**src/rtl/serial_adder_pkg.sv**
```systemverilog
// serial_adder_pkg
//  Shared definitions for the bit-serial adder: the controller FSM state encoding.
package serial_adder_pkg;

  typedef enum logic {
    IDLE = 1'b0,
    RUN  = 1'b1
  } state_t;

endpackage

```
**src/rtl/serial_adder_if.sv**
```systemverilog
// serial_adder_if
//  Handshake/data bundle between a controller and the bit-serial adder.
//  master : drives start, a_in, b_in, cin; observes busy, done, sum, cout
//  slave  : the adder side (inverse directions)
interface serial_adder_if #(
  parameter int WIDTH = 8
);

  logic             start;
  logic [WIDTH-1:0] a_in;
  logic [WIDTH-1:0] b_in;
  logic             cin;
  logic             busy;
  logic             done;
  logic [WIDTH-1:0] sum;
  logic             cout;

  modport master (
    output start, a_in, b_in, cin,
    input  busy, done, sum, cout
  );

  modport slave (
    input  start, a_in, b_in, cin,
    output busy, done, sum, cout
  );

endinterface

```
**src/rtl/my_FA.sv**
```systemverilog
// my_FA
//  One-bit combinational full-adder cell.
//  Ports: Cin, A, B (in)  -> R = A ^ B ^ Cin, Cout = majority(A, B, Cin) (out)
module my_FA (
  input  logic Cin,
  input  logic A,
  input  logic B,
  output logic R,
  output logic Cout
);

  assign R    = A ^ B ^ Cin;
  assign Cout = (A & B) | (Cin & (A ^ B));

endmodule

```
**src/rtl/serial_adder.sv**
```systemverilog
// serial_adder
//  Bit-serial WIDTH-bit adder: a single full-adder cell plus a carry flip-flop
//  processes one bit per clock, LSB first. A start/busy/done handshake frames
//  each WIDTH-cycle addition; sum/cout are registered and only change when a
//  result completes.
//  Ports:
//   clk  - clock, rising edge
//   rst  - asynchronous active-high reset
//   bus  - serial_adder_if.slave: start, a_in, b_in, cin (in);
//          busy, done, sum, cout (out)
module serial_adder
  import serial_adder_pkg::*;
#(
  parameter int WIDTH = 8
) (
  input  logic           clk,
  input  logic           rst,
  serial_adder_if.slave  bus
);

  localparam int                 CNT_W    = $clog2(WIDTH);
  localparam logic [CNT_W-1:0]   CNT_LAST = CNT_W'(WIDTH - 1);

  state_t             state_reg;
  state_t             state_next;
  logic [CNT_W-1:0]   cnt_reg;
  logic [WIDTH-1:0]   a_sh_reg;
  logic [WIDTH-1:0]   b_sh_reg;
  // Only WIDTH-1 partial-sum bits need storing; the final bit comes straight
  // from the adder cell on the completing edge.
  logic [WIDTH-2:0]   sum_sh_reg;
  logic               carry_reg;
  logic [WIDTH-1:0]   sum_reg;
  logic               cout_reg;
  logic               done_reg;

  logic               fa_r;
  logic               fa_cout;
  logic [WIDTH-1:0]   sum_word;
  logic               accept;
  logic               last_bit;

  my_FA u_fa (
    .Cin  (carry_reg),
    .A    (a_sh_reg[0]),
    .B    (b_sh_reg[0]),
    .R    (fa_r),
    .Cout (fa_cout)
  );

  // Newest result bit enters at the top, so after WIDTH shifts bit 0 is the LSB.
  assign sum_word = {fa_r, sum_sh_reg};
  assign accept   = (state_reg == IDLE) && bus.start;
  assign last_bit = (state_reg == RUN) && (cnt_reg == CNT_LAST);

  // State register
  always_ff @(posedge clk or posedge rst) begin
    if (rst) begin
      state_reg <= IDLE;
    end else begin
      state_reg <= state_next;
    end
  end

  // Next-state logic
  always_comb begin
    state_next = state_reg;
    case (state_reg)
      IDLE:    if (bus.start) state_next = RUN;
      RUN:     if (cnt_reg == CNT_LAST) state_next = IDLE;
      default: state_next = IDLE;
    endcase
  end

  // Output logic
  always_comb begin
    bus.busy = 1'b0;
    case (state_reg)
      RUN:     bus.busy = 1'b1;
      default: bus.busy = 1'b0;
    endcase
  end

  assign bus.done = done_reg;
  assign bus.sum  = sum_reg;
  assign bus.cout = cout_reg;

  // Datapath: operand shifters, carry FF, bit counter and result registers
  always_ff @(posedge clk or posedge rst) begin
    if (rst) begin
      cnt_reg    <= '0;
      a_sh_reg   <= '0;
      b_sh_reg   <= '0;
      sum_sh_reg <= '0;
      carry_reg  <= 1'b0;
      sum_reg    <= '0;
      cout_reg   <= 1'b0;
      done_reg   <= 1'b0;
    end else begin
      done_reg <= 1'b0;
      if (accept) begin
        a_sh_reg   <= bus.a_in;
        b_sh_reg   <= bus.b_in;
        carry_reg  <= bus.cin;
        cnt_reg    <= '0;
        sum_sh_reg <= '0;
      end else if (state_reg == RUN) begin
        sum_sh_reg <= sum_word[WIDTH-1:1];
        carry_reg  <= fa_cout;
        a_sh_reg   <= {1'b0, a_sh_reg[WIDTH-1:1]};
        b_sh_reg   <= {1'b0, b_sh_reg[WIDTH-1:1]};
        if (last_bit) begin
          // Counter parks at WIDTH-1; the next accept reloads it.
          sum_reg  <= sum_word;
          cout_reg <= fa_cout;
          done_reg <= 1'b1;
        end else begin
          cnt_reg <= cnt_reg + CNT_W'(1);
        end
      end
    end
  end

endmodule

```
**src/flat_wrapper.sv**
```systemverilog
// flat-port wrapper written by rule: the top's interface ports become plain ports
module serial_adder_flat import serial_adder_pkg::*;
#(
  parameter int WIDTH = 8
)
  (clk, rst, bus_start, bus_a_in, bus_b_in, bus_cin, bus_busy, bus_done, bus_sum, bus_cout);
  serial_adder_if #(.WIDTH(WIDTH)) bus_i ();
  input  logic clk;
  input  logic rst;
  input wire logic [$bits(bus_i.start)-1:0] bus_start;
  input wire logic [$bits(bus_i.a_in)-1:0] bus_a_in;
  input wire logic [$bits(bus_i.b_in)-1:0] bus_b_in;
  input wire logic [$bits(bus_i.cin)-1:0] bus_cin;
  output wire logic [$bits(bus_i.busy)-1:0] bus_busy;
  output wire logic [$bits(bus_i.done)-1:0] bus_done;
  output wire logic [$bits(bus_i.sum)-1:0] bus_sum;
  output wire logic [$bits(bus_i.cout)-1:0] bus_cout;
  assign bus_i.start = bus_start;
  assign bus_i.a_in = bus_a_in;
  assign bus_i.b_in = bus_b_in;
  assign bus_i.cin = bus_cin;
  assign bus_busy = bus_i.busy;
  assign bus_done = bus_i.done;
  assign bus_sum = bus_i.sum;
  assign bus_cout = bus_i.cout;
  serial_adder #(.WIDTH(WIDTH)) u_core (.clk(clk), .rst(rst), .bus(bus_i));
endmodule
```
**config.mk**
```make
export PLATFORM = sky130hd
export DESIGN_NAME = serial_adder_flat
export DESIGN_NICKNAME = d
export VERILOG_FILES = /design/src/rtl/serial_adder_pkg.sv /design/src/rtl/serial_adder_if.sv /design/src/rtl/my_FA.sv /design/src/rtl/serial_adder.sv /design/src/flat_wrapper.sv
export SDC_FILE = /design/constraint.sdc
export NUM_CORES = 1
export LEC_CHECK = 0
export CAP_MARGIN = 20
export CORE_ASPECT_RATIO = 1.5
export CORE_MARGIN = 2
export CORE_UTILIZATION = 50
export DETAILED_ROUTE_END_ITERATION = 10
export PLACE_DENSITY_LB_ADDON = 0.15
export SLEW_MARGIN = 40
export SYNTH_ARGS = -nofsm -noshare
export SYNTH_HDL_FRONTEND = slang
export SYNTH_SLANG_ARGS = --single-unit
```
**constraint.sdc**
```tcl
create_clock -name clk -period 2.9 [get_ports clk]
set_clock_uncertainty 0.05 [all_clocks]
set_input_delay 0.435 -clock clk [delete_from_list [all_inputs] [get_ports clk]]
set_output_delay 0.435 -clock clk [all_outputs]
set_load 0.02 [all_outputs]
```
* Word-level counts from Yosys, hierarchy flattened
Cells that the tools add are included.
Storage, ports and cells: bits in latches 0, memory bits (writable) 0, input bits 20, memories kept 0, output and inout bits 11, register bits after elaboration 38, bits in read-only memories 0, word-level logic and storage cells 42
Operators by class: order comparisons 0, equal/unequal tests 2, bitwise operators 7, reduce and logical (&&, ||, !) cells 5, multiply operators 0, div/mod/pow operators 0, $add $sub $neg 1, mux-type cells 18, shifts and indexed selects 0
Operators by type and width (count):
- two-way mux 8 bit | 4
- two-way mux 7 bit | 2
- two-way mux 3 bit | 3
- two-way mux 1 bit | 8
- adder 3 x 1 -> 3 bit (second input constant) | 1
- equality test 3 bit (second input constant) | 1
- AND reduction 3 bit | 1
- bitwise AND 1 bit | 2
- logical AND 1 bit | 2
- != test 2 x 1 -> 1 bit (second input constant) | 1
- NOT 1 bit | 2
- case mux 1 bit (2 select lines) | 1
- AND reduction 2 bit | 1
- nonzero test 2 bit | 1
- XOR 1 bit | 2
- OR 1 bit | 1

* Longest topological paths before layout
depth after elaboration 5, depth in mapped cells 5, depth with buffers taken out 4

* By module
A second synthesis with hierarchy kept.
Unflattened totals: cells, all modules 139, area, all modules 1656.6 µm²
By module, submodules not included:
- serial_adder | cells each 138, seq. area each 950.9 µm², area each 1636.6 µm², times used 1
- my_FA | cells each 1, seq. area each 0.0 µm², area each 20.0 µm², times used 1

* Least setup slack after synthesis
OpenSTA, ideal clock, no wires.
path type flip-flop to flip-flop, start register u_core.cnt_reg[0], end register u_core.cout_reg, in the netlist u_core.bus.cout, setup time 125 ps, data required time 2725 ps, path buffers 0, clock period less this slack 1474 ps, data arrival time 1300 ps, slack 1426 ps, stages on the path, launching flop included 5, cells stage by stage dfrtp_1 ha_1 ha_1 nand2_4 mux2_2
Between the ends: word-level cells in the longest chain between the ends 3
Ends and longest elaborated chain:
- start, declared | line serial_adder.sv:26 | logic [CNT_W-1:0] cnt_reg;
- start signal, assigned | line serial_adder.sv:118 | cnt_reg <= cnt_reg + CNT_W'(1);
- equality test 3 bit | line serial_adder.sv:54 | assign last_bit = (state_reg == RUN) && (cnt_reg == CNT_LAST);
- logical AND 1 bit | line serial_adder.sv:54
- AND reduction 3 bit (no line)
- end signal, assigned | line serial_adder.sv:115 | cout_reg <= fa_cout;
- end, declared | line serial_adder.sv:34 | logic cout_reg;
Every way passes these cells. A chain may end at the register's enable or synchronous reset.

* Worst setup path in the final report
start register u_core.state_reg, end output bus_busy
Between the ends: word-level cells in the longest chain between the ends 1
Ends and longest elaborated chain:
- start, declared | line serial_adder.sv:24 | state_t state_reg;
- start signal, assigned | line serial_adder.sv:61 | state_reg <= state_next;
- two-way mux 1 bit | line serial_adder.sv:78 | case (state_reg)
- end, declared | line flat_wrapper.sv:14 | output wire logic [$bits(bus_i.busy)-1:0] bus_busy;
Every way passes these cells.

==> results.yml <==
timing:
  drv_slew: 0
  fin_setup_tns_ps: 0
  finalHoldViolCount: 0
  period_needed_ps: 1720
  rsz0062_at_grt: "no"
  worstMarginPinSlew_ps: 474
  setup_viol: 0
  min_period_over_period_pct: 59.4
  slew_headroom_pct: 68.4
  max_freq_mhz: 581
cells_and_area:
  mostFrequentLayoutCell: "dfrtp_1"
  syn_to_final_growth_pct: 23.6
  nets: 196
  drive_above_1_share_pct: 12.6
  nFillCells: 271
  diodes: 0
  layout_common_cells: "dfrtp_1 (38), clkdlybuf4s50_1 (30), nand2_1 (23)"
  fin_util_pct: 65.0
yosys:
  ys_seq_elements: 38
  syn_area_um2: 1680
  synth_nets: 165
  avgSynthCellArea_um2: 11.8
  synth_top_area_share_pct: 56.7
  yosysUniqueCellTypes: 21
  syn_inst: 142
  yosys_warnings: 0
  yosysSeqAreaShare_pct: 56.7
  yosys.area.top_type: "dfrtp_1"
  synthTopCellsByArea: "dfrtp_1 (57%), mux2i_1 (10%), mux2_2 (6.7%)"
cts:
  cts_hold_repair.buffers: 0
  insertion_delay_ps: 280
  cts_tree: "done"
  cts_buffer_depth: 2
  cts_sinks: 38
  cts_resized: 0
  cts_buffers: 5
  post_cts_buffers: 0
  htreeDepth: 2
  cts-root-buf: "clkbuf_8"
  path_clk_slew_ps: 70
setup_path:
  startpoint_type: "register"
  cpLargestDelayFamily: "buffers and inverters"
  slowest_delay_ps: 600
  cp_slowest_cell: "clkdlybuf4s50_1"
  crit_chain: "clkdlybuf4s50_1"
  worstPathArrival_ps: 1240
  cp-end-kind: "output pin"
  crit_type: "register to output pin"
  cp_max_fo: 2
  critical_path_required_ps: 2410
  crit_buf_inv: 1
global_route:
  grt_pass1_vias: 1113
  grt_overflow_total: 0
  antenna_found_initial: 0
  grt_max_degree: 54
  grt_pass1_wl_um: 4780
  grt_use_total_pct: 16.7
power_and_ir_drop:
  max-vdd-ir-drop_v: 0.000478
  pwr_density_cell_nw_per_um2: 964
  p_switching_uw: 674
  p_clk_share_pct: 18.6
  switching_share_pct: 33.7
  seq_power_share_pct: 44.6
  p_int_uw: 1320
  leakage_uw: 0.000961
  p_comb_share_pct: 36.9
placed_design:
  gp_congestion: 0.655
  hpwl_um: 1880
  numPortBuffers: 30
route:
  drc: 0
  first_iter_violations: 12
  drt_wl_total_um: 2810
  first_pass_iters: 4
  vias: 1085
  via_per_inst: 5.07
  ant_nets: 0
  wire_per_inst_um: 13.1
worst_hold_path:
  hold_class: "register to register"
floorplanning:
  die-area_um2: 3840
  dieWidth_um: 51.3
  fp-row-count: 25
  die_h_um: 74.9
  coreArea_um2: 3190
  pin_count: 31
  start_util_pct: 52.6
flow_run:
  max_cap_violations: 0
status:
  status: "finished clean"
[cell type report]
type | instances | area (um^2) | area share, %
Clock inverter | 2 | 12.5 | 0.603
Timing Repair Buffer | 33 | 323 | 15.6
Multi-Input combinational cell | 93 | 647 | 31.2
Sequential cell | 38 | 951 | 45.9
Clock buffer | 6 | 82.6 | 3.98
Inverter | 2 | 7.51 | 0.362
Tap cell | 40 | 50.0 | 2.41
[power by group through the flow]
stage	Combinational [uW]	Clock, uW	Sequential (uW)
final	737	371	891
after global routing	822	402	918
after CTS	750	383	893
after detailed placement	747	0	902
after global placement	712	0	887
after floorplan	448	0	954
[cell usage after synthesis, drive strengths merged]
library cell and number:
fa 1, o21ai 22, buf 8, a32o 1, and2b 1, inv 2, dfrtp 38, nand2 24
xnor2 1, mux2 10, ha 2, clkbuf 1, nor2 3, mux2i 17, nand2b 9, a22o 2
[worst reg2reg max path: stages (launching register included)]
cell and delay, ps:
dfrtp_1 420, ha_1 220, ha_1 270, nand2_4 180, mux2_2 360
[worst paths after layout]
path	from	endpoint	slack, ps	depth (start not counted)
setup / recovery	u_core.state_reg	bus_busy	1180	1
hold / removal	u_core.a_sh_reg[1]	u_core.a_sh_reg[0]	440	2
setup reg to reg	u_core.cnt_reg[0]	u_core.bus.sum[0]	1310	4
hold reg to reg	u_core.a_sh_reg[1]	u_core.a_sh_reg[0]	440	2
max in group asynchronous	rst	u_core.a_sh_reg[3]	1950	3
min in group asynchronous	rst	u_core.b_sh_reg[4]	510	3
[layer usage]
| metal | vias up | GRT usage (%) | routed length [um] |
|---|---|---|---|
| met4 | 0 | 7.02 | 57 |
| met5 | - | 0 | 0 |
| met3 | 6 | 4.17 | 111 |
| met1 | 516 | 18.8 | 1140 |
| met2 | 22 | 29.9 | 1500 |
| li1 | 541 | - | - |
[through the flow]
| step | total power (uW) | hold slack [ps] | worst slack (ps) | area [um^2] | instances |
|---|---|---|---|---|---|
| detailed placement | 1650 | 425 | 1090 | 1980 | 206 |
| global placement | 1600 | 414 | 1140 | 1980 | 206 |
| global route | 2140 | 477 | 1120 | 2070 | 214 |
| finish | 2000 | 441 | 1180 | 2070 | 214 |
| floorplan | 1400 | 399 | 1430 | 1680 | 142 |
| CTS | 2030 | 447 | 1160 | 2070 | 214 |
[logic make-up (layout without fill, tap and decap cells)]
| logic type | after synthesis | count (layout) | share of synthesized area [%] |
|---|---|---|---|
| AND/OR/NAND/NOR | 37 | 37 | 10.3 |
| multiplexers | 27 | 27 | 16.9 |
| buffers and inverters | 11 | 43 | 4.77 |
| XOR/XNOR | 1 | 1 | 0.522 |
| flip-flops | 38 | 38 | 56.7 |
| AO/OA/AOI/OAI | 25 | 25 | 8.20 |
| adder cells (fa/ha/maj) | 3 | 3 | 2.68 |
(Power assumes the default switching activity.)
